### config.mk
export PLATFORM = sky130hd
export DESIGN_NAME = rriot_timer_flat
export DESIGN_NICKNAME = d
export VERILOG_FILES = /design/src/rtl/rriot_timer_if.sv /design/src/rtl/rriot_timer.sv /design/src/flat_wrapper.sv
export SDC_FILE = /design/constraint.sdc
export NUM_CORES = 1
export LEC_CHECK = 0
export CELL_PAD_IN_SITES_DETAIL_PLACEMENT = 2
export CELL_PAD_IN_SITES_GLOBAL_PLACEMENT = 2
export CORE_MARGIN = 5
export CORE_UTILIZATION = 34
export DETAILED_ROUTE_END_ITERATION = 6
export PLACE_DENSITY_LB_ADDON = 0.12
export SYNTH_ARGS = -nofsm -noshare
export SYNTH_HDL_FRONTEND = slang
export SYNTH_SLANG_ARGS = --single-unit
### constraint.sdc
create_clock -name clk -period 2.8 [get_ports clk]
set_input_delay 0.84 -clock clk [delete_from_list [all_inputs] [get_ports clk]]
set_output_delay 0.84 -clock clk [all_outputs]
set_load 0.1 [all_outputs]
### src/rtl/rriot_timer_if.sv
// Bus slice shared by the RRIOT timer and port blocks: select/strobe/address/data
// plus the timer's read-enable and interrupt outputs.
interface rriot_timer_if;
    logic       enable;
    logic       we_n;
    logic [3:0] A;
    logic [7:0] DI;
    logic [7:0] DO;
    logic       OE;
    logic       irq_n;

    modport master (
        output enable, we_n, A, DI,
        input  DO, OE, irq_n
    );

    modport slave (
        input  enable, we_n, A, DI,
        output DO, OE, irq_n
    );
endinterface

### src/rtl/rriot_timer.sv
// 6530 RRIOT interval timer: 8-bit down-counter with 1/8/64/1024 prescale, an
// underflow flag, and divide-by-1 post-underflow running until the next write/read.
module rriot_timer (
    input  logic         clk,
    input  logic         rst_n,
    rriot_timer_if.slave bus
);
    logic [7:0] r_count,   w_count_nxt;
    logic [1:0] r_div_sel, w_div_sel_nxt;
    logic [9:0] r_presc,   w_presc_nxt;
    logic       r_irq_en,  w_irq_en_nxt;
    logic       r_flag,    w_flag_nxt;
    logic       r_post,    w_post_nxt;
    logic       r_armed,   w_armed_nxt;
    logic [7:0] r_rd_data, w_rd_data_nxt;

    logic w_acc, w_wr, w_rd_tmr, w_rd_flg, w_dec, w_uflow;

    function automatic logic [9:0] f_reload(input logic [1:0] i_sel);
        case (i_sel)
            2'b00:   return 10'd0;
            2'b01:   return 10'd7;
            2'b10:   return 10'd63;
            default: return 10'd1023;
        endcase
    endfunction

    assign w_acc    = bus.enable & bus.A[2];
    assign w_wr     = w_acc & ~bus.we_n;
    assign w_rd_tmr = w_acc & bus.we_n & ~bus.A[0];
    assign w_rd_flg = w_acc & bus.we_n & bus.A[0];
    assign w_dec    = r_armed & (r_post | (r_presc == 10'd0));
    assign w_uflow  = w_dec & (r_count == 8'h00);

    always_comb begin
        w_count_nxt   = r_count;
        w_div_sel_nxt = r_div_sel;
        w_presc_nxt   = r_presc;
        w_irq_en_nxt  = r_irq_en;
        w_flag_nxt    = r_flag;
        w_post_nxt    = r_post;
        w_armed_nxt   = r_armed;
        w_rd_data_nxt = r_rd_data;

        if (w_wr) begin
            w_count_nxt   = bus.DI;
            w_div_sel_nxt = bus.A[1:0];
            w_irq_en_nxt  = bus.A[3];
            w_flag_nxt    = 1'b0;
            w_post_nxt    = 1'b0;
            w_armed_nxt   = 1'b1;
            w_presc_nxt   = f_reload(bus.A[1:0]);
        end else begin
            if (w_rd_tmr) begin
                w_rd_data_nxt = r_count;
                w_flag_nxt    = 1'b0;
                w_irq_en_nxt  = bus.A[3];
            end
            if (w_rd_flg) begin
                w_rd_data_nxt = {r_flag, 7'b0};
            end

            // Underflow overrides the read's flag clear and post-mode exit.
            if (w_uflow) begin
                w_count_nxt = 8'hFF;
                w_flag_nxt  = 1'b1;
                w_post_nxt  = 1'b1;
                w_presc_nxt = f_reload(r_div_sel);
            end else if (w_rd_tmr && r_post) begin
                w_post_nxt  = 1'b0;
                w_presc_nxt = f_reload(r_div_sel);
            end else if (r_armed) begin
                if (r_post) begin
                    w_count_nxt = r_count - 8'd1;
                end else if (r_presc == 10'd0) begin
                    w_count_nxt = r_count - 8'd1;
                    w_presc_nxt = f_reload(r_div_sel);
                end else begin
                    w_presc_nxt = r_presc - 10'd1;
                end
            end
        end
    end

    always_ff @(posedge clk or negedge rst_n) begin
        if (!rst_n) begin
            r_count   <= 8'h00;
            r_div_sel <= 2'b00;
            r_presc   <= 10'd0;
            r_irq_en  <= 1'b0;
            r_flag    <= 1'b0;
            r_post    <= 1'b0;
            r_armed   <= 1'b0;
            r_rd_data <= 8'h00;
        end else begin
            r_count   <= w_count_nxt;
            r_div_sel <= w_div_sel_nxt;
            r_presc   <= w_presc_nxt;
            r_irq_en  <= w_irq_en_nxt;
            r_flag    <= w_flag_nxt;
            r_post    <= w_post_nxt;
            r_armed   <= w_armed_nxt;
            r_rd_data <= w_rd_data_nxt;
        end
    end

    assign bus.OE    = bus.enable & bus.we_n & bus.A[2];
    assign bus.DO    = bus.OE ? r_rd_data : 8'h00;
    assign bus.irq_n = ~(r_flag & r_irq_en);
endmodule

### src/flat_wrapper.sv
// flat-port wrapper written by rule: the top's interface ports become plain ports
module rriot_timer_flat 
  (clk, rst_n, bus_enable, bus_we_n, bus_A, bus_DI, bus_DO, bus_OE, bus_irq_n);
  rriot_timer_if bus_i ();
  input  logic clk;
  input  logic rst_n;
  input wire logic [$bits(bus_i.enable)-1:0] bus_enable;
  input wire logic [$bits(bus_i.we_n)-1:0] bus_we_n;
  input wire logic [$bits(bus_i.A)-1:0] bus_A;
  input wire logic [$bits(bus_i.DI)-1:0] bus_DI;
  output wire logic [$bits(bus_i.DO)-1:0] bus_DO;
  output wire logic [$bits(bus_i.OE)-1:0] bus_OE;
  output wire logic [$bits(bus_i.irq_n)-1:0] bus_irq_n;
  assign bus_i.enable = bus_enable;
  assign bus_i.we_n = bus_we_n;
  assign bus_i.A = bus_A;
  assign bus_i.DI = bus_DI;
  assign bus_DO = bus_i.DO;
  assign bus_OE = bus_i.OE;
  assign bus_irq_n = bus_i.irq_n;
  rriot_timer u_core (.clk(clk), .rst_n(rst_n), .bus(bus_i));
endmodule
Yosys cells after proc, flatten, opt, wreduce, memory -nomap -nowiden. Index checks and enable logic that the tools add are counted.

Register bits: 32. Bits of input ports: 16. Logic and storage cells: 71. Output and inout port bits: 10.

Add/sub/neg operators: 2. Eq/ne operators: 6. Bitwise gates (word level): 15. Multiplexer cells: 25. Reductions and logical operators: 15.

Operator list (number): $mux 8 (9); $mux 10 (6); $pmux 10 s3 (2); $and 1x1->1 (10); $logic_not 10->1 (1); $sub 10x1->10 const B (1); $reduce_bool 3->1 (3); $logic_not 8->1 (1); $mux 1 (8); $reduce_bool 4->1 (2); $sub 8x1->8 const B (1); $eq 2x1->1 const B (2); $eq 2x2->1 const B (2); $logic_not 2->1 (2); $ne 4x4->1 const B (1); $not 1->1 (4); $reduce_and 2->1 (2); $reduce_bool 2->1 (2); $ne 3x1->1 const B (1); $reduce_and 3->1 (1); $logic_and 1x1->1 (1); $or 1x1->1 (1).

Depth between registers and ports, before layout. Gate-level depths: netlist of run 1.

Word-level depth: 8. Mapped depth: 9. Gate-level depth less buffers: 7.

Worst setup path before layout of run 1. No wires, ideal clock.

Path type: in2out. Start: in bus_we_n. End: out bus_DO[3]. Buffers on the path: 1. Data required time: 1.960 ns. Data arrival time: 2.956 ns. Stages: 4. Path slack: -0.996 ns. Path through: nand3_1 > inv_1 > clkbuf_1 > and2_1.

Word-level cells in the longest chain between the ends: 3.

RTL lines: from (decl) (line flat_wrapper.sv:8) `input wire logic [$bits(bus_i.we_n)-1:0] bus_we_n;`; $and 1x1->1 (2 in series) (line rriot_timer.sv:107) `assign bus.OE = bus.enable & bus.we_n & bus.A[2];`; via bus_OE (line flat_wrapper.sv:12) `output wire logic [$bits(bus_i.OE)-1:0] bus_OE;`; $mux 8 (line rriot_timer.sv:108) `assign bus.DO = bus.OE ? r_rd_data : 8'h00;`; to (decl) (line flat_wrapper.sv:11) `output wire logic [$bits(bus_i.DO)-1:0] bus_DO;`.

The timed path passes the listed nets, and every way through them passes these cells.

Final worst setup path of run 1.
Start: in bus_enable. End: out bus_DO[7].

Word-level cells in the longest chain between the ends: 3.

RTL lines: from (decl) (line flat_wrapper.sv:7) `input wire logic [$bits(bus_i.enable)-1:0] bus_enable;`; $and 1x1->1 (2 in series) (line rriot_timer.sv:107); $mux 8 (line rriot_timer.sv:108).

Every way passes these cells.

==> out/qor.csv, run 1 <==
metric,value,unit
post-synthesis adder-cell area fraction,0.0184,
average size of a mapped cell,8.86,sq um
RSZ-0062 raised after global routing,false,
Mapped Cells,230,
final instance area,0.00264,sq mm
Root Buffer,clkbuf_8,
Final TNS setup,0,ns
Setup Skew,0.00728,ns
combinational family with the most area after synthesis,simple AND/OR/NAND/NOR gates,
ANT cells,0,
syn_nets,249,
post-synthesis simple-gate area fraction,0.293,
CTS Buffer Depth,2,
Sequential Power Share,0.444,
Synth cell types,53,
TritonCTS clock tree,yes,
vias in the first global route,2066,
Worst Reg-to-Reg Cells,8,
GRT Total Usage,0.181,
dpl hpwl,4.76,mm
Clk network pwr share,0.266,
Worst-Skew Late Latency,0.29,ns
nets,283,
die boundary width,87.4,um
drt first pass iters,4,
Detail Route Antenna Nets,0,
dominant synthesized flop cell,dfrtp_1,
final worst slack,0.217,ns
Post-synth EDFFs,0,
fin crit share,0.923,
starting density of the core,0.346,
max-cap violation count,0,
share of cells above drive strength 1,0.185,
Synth Area in Compound Gates,0.227,
pin count of the biggest net entering global routing,33,
vias per cell,5.71,
Hold Crit Class,register to register,
fillers,655,
drt drc,0,
xor and xnor fraction of the mapped netlist area,0.00859,
worst path arrival time,1.74,ns
area delta synth->final,29.3,%
Metal-1 WL,3.22,mm
Placed Area,0.00250,sq mm
DP Cell Count,331,
top layer in use,met4,
WHS,0.465,ns
yosys warns,0,
Buffers on Ports,25,
final worst path period need,2.58,ns
fin util,0.448,
Setup CP Type,input port to output port,
combinational power share,0.290,
CTS buffer count,5,
P_sw,0.595,mW
Cell Rows,28,
antenna violations before repair,0,
clock slew seen by the registers of the worst setup and hold paths,0.07,ns
total grt overflow,0,
"IR drop worst, VDD",0.324,mV
status,finished clean,
Syn Std Cell Area,0.00204,sq mm
Relative slew margins,0.567,
Switching Fraction,0.356,
Wirelength per Cell,18.8,um
CP Capture Type,output port,
synthesis-stage register bit count,32,
Placeable Area,0.00589,sq mm
max-slew violations,0,
register area share after synthesis,0.393,
total met3 wirelength after detailed routing,199,um
Final Hold Vio Count,0,
post-synthesis mux area share,0.0153,
final setup violation count,0,
cell-internal power,1.08,mW
fmax,387,MHz
worst slew pin tran,0.646,ns
Vias,1942,
LEAKAGE,1.09,nW
Worst EP required,1.96,ns
Hold Path Stages,2,
CTS Sinks,32,
Non-Filler Instances,340,
Total Routed Length,6.40,mm
Ports,26,
crit path max fanout,5,
H-Tree Depth,2,
DR iter-0 viols,71,
asr flop ratio synth,1.00,
RePlAce Congestion,0.806,
Die H,87.4,um
pwr/cell area,634,mW/mm^2
met2 WL post-DR,2.92,mm
global-route wire length before repair,10.7,mm
Place WS,-0.225,ns
total power,1.67,mW
crit path launch type,input port,
die area,0.00764,sq mm
-- repair_timing --
action | 4_1_cts | 5_1_grt
setup buffers | 0 | 0
endpoints found under the hold margin | 0 | 0
setup endpoints to repair | 9 | 0
resized for setup | 10 | 0
hold buffers | 0 | 0
-- logic make-up after synthesis --
logic type      Yosys count
simple gates            108
fa+ha+maj                 3
mux                       3
buf+inv                  18
flops                    32
xor+xnor                  2
compound gates           64
-- registers in the layout (all words and copies together), names as in the netlist --
signal            flops
u_core.r_presc       10
u_core.r_count        8
u_core.r_rd_data      8
u_core.r_div_sel      2
u_core.r_armed        1
u_core.r_flag         1
u_core.r_irq_en       1
u_core.r_post         1
-- layout make-up --
| cell class | count | area [sq um] | share of cell area |
|---|---|---|---|
| well taps | 75 | 93.8 | 0.0356 |
| inverters | 7 | 28.8 | 0.0109 |
| repair buffers | 37 | 424 | 0.161 |
| repair inverters | 1 | 7.51 | 0.00285 |
| clock buffers | 6 | 72.6 | 0.0275 |
| clock inverters | 2 | 35.0 | 0.0133 |
| flip-flops and latches | 32 | 801 | 0.304 |
| multi-input cells | 180 | 1170 | 0.445 |
-- synthesized netlist by cell type, types with 3 or more instances --
cell / count / area (sq um)
dfrtp_1: 32 / 801
nand2_1: 32 / 120
nor2_1: 17 / 63.8
a21oi_1: 13 / 65.1
and2_1: 12 / 75.1
o21ai_0: 10 / 50.1
nand3_1: 9 / 45.0
nor3_1: 8 / 40.0
inv_1: 7 / 26.3
clkbuf_1: 6 / 22.5
nand3b_1: 6 / 45.0
nand4_1: 6 / 37.5
a31oi_1: 4 / 25.0
o2bb2ai_1: 4 / 35.0
a211o_1: 3 / 26.3
a21o_1: 3 / 22.5
a311oi_1: 3 / 26.3
buf_6: 3 / 33.8
ha_1: 3 / 37.5
o211ai_1: 3 / 22.5
o22ai_1: 3 / 18.8
or3_1: 3 / 18.8
-- per-layer routing --
metal  up-vias  GRT usage
li1        923          -
met1       978      0.255
met2        36      0.286
met3         5     0.0293
met4         0     0.0460
met5         -          0
-- power by group through the flow --
stage	combinational, mW	clock, mW	sequential [mW]
6_report	0.484	0.444	0.742
5_1_grt	0.541	0.481	0.760
4_1_cts	0.493	0.462	0.741
3_5_place_dp	0.488	0	0.748
3_3_place_gp	0.468	0	0.742
2_1_floorplan	0.345	0	0.703
-- critical path, cell delays in order --
cell           delay, ns
dlygate4sd2_1       0.30
nand3_4             0.14
inv_4               0.10
and2_1              0.17
buf_12              0.18
-- worst paths after layout --
kind | to | slack [ns] | startpoint
max | bus_DO[7] | 0.22 | bus_enable
max in group asynchronous | u_core.r_presc[6] | 1.51 | rst_n
max reg2reg | u_core.r_presc[9] | 0.49 | u_core.r_count[0]
min reg2reg | u_core.r_rd_data[2] | 0.47 | u_core.r_rd_data[2]
min | u_core.r_rd_data[2] | 0.47 | u_core.r_rd_data[2]
min in group asynchronous | u_core.r_rd_data[6] | 0.97 | rst_n
-- placed cells by master (no fill, tap or decap), types with 4 or more instances in the layout --
cell,instances
nand4_1,6
a21oi_1,13
o2bb2ai_1,4
nand3_1,8
buf_4,13
and2_1,6
nor2_1,17
dfrtp_1,32
clkbuf_8,5
o21ai_0,10
a31oi_1,4
clkdlybuf4s50_1,12
inv_1,6
buf_12,9
nor3_1,8
nand2_1,32
and2_4,7
nand3b_1,6
Power figures use the tool's default switching activity.
==> inputs of run 2 (changes only) <==
clock period = 2.9 ns   (was 2.8 ns; I/O delays follow)
==> out/qor.csv, run 2 (synthesis gave the netlist of run 1 again) <==
metric,value,unit,change
Place WS,-0.149,ns,+0.0761 ns
share of cells above drive strength 1,0.189,,+0.00377
CP top delay family,buffers and inverters,,
Vias,1953,,+0.57%
fin util,0.446,,-0.00234
Post-CTS Setup Inserts,0,,unchanged
ANT cells,0,,unchanged
vias per cell,5.74,,+0.57%
cell-internal power,0.974,mW,-9.5%
GRT Total Usage,0.181,,about the same
P_sw,0.583,mW,-1.9%
"IR drop worst, VDD",0.392,mV,+21%
grt met1 use,0.254,,-0.00132
Hold Path Stages,2,,unchanged
TritonCTS clock tree,yes,,
total power,1.56,mW,-6.8%
crit path max fanout,5,,unchanged
pin count of the biggest net entering global routing,33,,unchanged
combinational power share,0.303,,+0.013
critical path depth in cells,5,,unchanged
Worst-Skew Late Latency,0.29,ns,about the same
RSZ-0062 raised after global routing,false,,
clock slew seen by the registers of the worst setup and hold paths,0.07,ns,about the same
cts hold-fix bufs,0,,unchanged
CTS Sinks,32,,unchanged
crit path cell chain,"clkdlybuf4s50_1, nand3_4, inv_4, and2_1, buf_12",,
area delta synth->final,28.7,%,
CP bufs+invs,3,,unchanged
largest registers,"u_core.r_presc: 10 flops, u_core.r_count: 8 flops, u_core.r_rd_data: 8 flops",,
total grt overflow,0,,unchanged
CTS Buffer Depth,2,,unchanged
crit path launch type,input port,,
drt drc,0,,unchanged
DR iter-0 viols,59,,-17%
Ports,26,,unchanged
drt first pass iters,4,,unchanged
"slowest stage cell, crit path",clkdlybuf4s50_1,,
vias in the first global route,2032,,-1.6%
pwr/cell area,594,mW/mm^2,-6.3%
LEAKAGE,1.09,nW,-0.51%
Setup Skew,0.00500,ns,-0.00228 ns
max-cap violation count,0,,unchanged
Sequential Power Share,0.462,,+0.018
Most Crowded Layer GR,met2,,
status,finished clean,,
Buffers on Ports,25,,unchanged
routing usage on met3,0.0369,,+0.00757
Worst EP required,2.03,ns,+0.07 ns
Wirelength per Cell,19.1,um,+1.4%
dpl hpwl,4.82,mm,+1.2%
Non-Filler Instances,340,,unchanged
Root Buffer,clkbuf_8,,
global-route wire length before repair,10.7,mm,-0.25%
CTS buffer count,5,,unchanged
H-Tree Depth,2,,unchanged
max-slew violations,0,,unchanged
Relative slew margins,0.561,,-0.00616
Die H,87.4,um,unchanged
Detail Route Antenna Nets,0,,unchanged
fmax,352,MHz,
nets,283,,unchanged
largest reg by FF count,u_core.r_presc,,
final setup violation count,0,,unchanged
Setup CP Type,input port to output port,,
Max stage delay on crit path,0.52,ns,+0.22 ns
Final Hold Vio Count,0,,unchanged
Worst Reg-to-Reg Cells,8,,unchanged
Hold Crit Class,register to register,,
fin crit share,0.979,,
RePlAce Congestion,0.807,,+0.12%
DP Cell Count,331,,unchanged
antenna violations before repair,0,,unchanged
final worst path period need,2.84,ns,
starting density of the core,0.346,,unchanged
Largest register FFs,10,,unchanged
Clk network pwr share,0.235,,-0.031
Total Routed Length,6.49,mm,+1.4%
worst slew pin tran,0.655,ns,+0.00920 ns
worst path arrival time,1.97,ns,+0.23 ns
Switching Fraction,0.375,,+0.0185
Cell Rows,28,,unchanged
final worst slack,0.0612,ns,-0.156 ns
Final TNS setup,0,ns,unchanged
die boundary width,87.4,um,unchanged
met2 Resource Use GR,0.282,,-0.00411
Placeable Area,0.00589,sq mm,unchanged
CP Capture Type,output port,,
die area,0.00764,sq mm,unchanged
most frequent cells in the layout,"32 x nand2_1, 32 x dfrtp_1, 17 x nor2_1",,
-- run 2: tightest hold or removal path, stage by stage (launching register included) --
cell     delay [ns]
dfrtp_1        0.35
nand2_1        0.05
nand2_1        0.05
-- run 2: per-stage QoR --
step	area [sq um]	hold WS, ns
2_1_floorplan	2050	0.430
3_3_place_gp	2500	0.446
3_5_place_dp	2500	0.468
4_1_cts	2620	0.484
5_1_grt	2620	0.509
6_report	2620	0.477
-- run 2: power groups by stage --
stage               Combinational, mW  Clock [mW]  Sequential [mW]
floorplan                       0.333           0            0.679
global placement                0.452           0            0.716
detailed placement              0.472           0            0.725
CTS                             0.478       0.377            0.717
global route                    0.524       0.398            0.740
finish                          0.472       0.366            0.720
-- run 2: worst paths after layout --
path	from	to	slack [ns]
max	bus_A[2]	bus_DO[1]	0.06
max in group asynchronous	rst_n	u_core.r_count[1]	1.59
min	u_core.r_rd_data[6]	u_core.r_rd_data[6]	0.48
min reg2reg	u_core.r_rd_data[6]	u_core.r_rd_data[6]	0.48
min in group asynchronous	rst_n	u_core.r_rd_data[2]	1.00
max reg2reg	u_core.r_count[0]	u_core.r_presc[9]	0.55
-- run 2: routing by layer --
layer | share of wire | wire [um]
met1 | 0.51 | 3320
met2 | 0.45 | 2900
met3 | 0.031 | 203
met4 | 0.011 | 71
met5 | 0 | 0
-- run 2: what timing repair did --
item                                    CTS  global route
endpoints found under the setup margin    9             2
gates resized for setup                   7             2
endpoints found under the hold margin     0             0
gates cloned                              1             0
-- run 2: area by class of cell --
| type | instances | area, sq um |
|---|---|---|
| repair buffers | 37 | 425 |
| clock inverters | 2 | 10.0 |
| flip-flops and latches | 32 | 801 |
| fillers | 646 | 3260 |
| repair inverters | 1 | 7.51 |
| multi-input cells | 180 | 1170 |
| clock buffers | 6 | 82.6 |
| inverters | 7 | 28.8 |
| well taps | 75 | 93.8 |
==> inputs of run 3 (changes only) <==
HOLD_SLACK_MARGIN = 0.03   (was not set)
==> results of run 3 <==
Same layout as run 2: the final DEF is identical, and so are final timing and power.
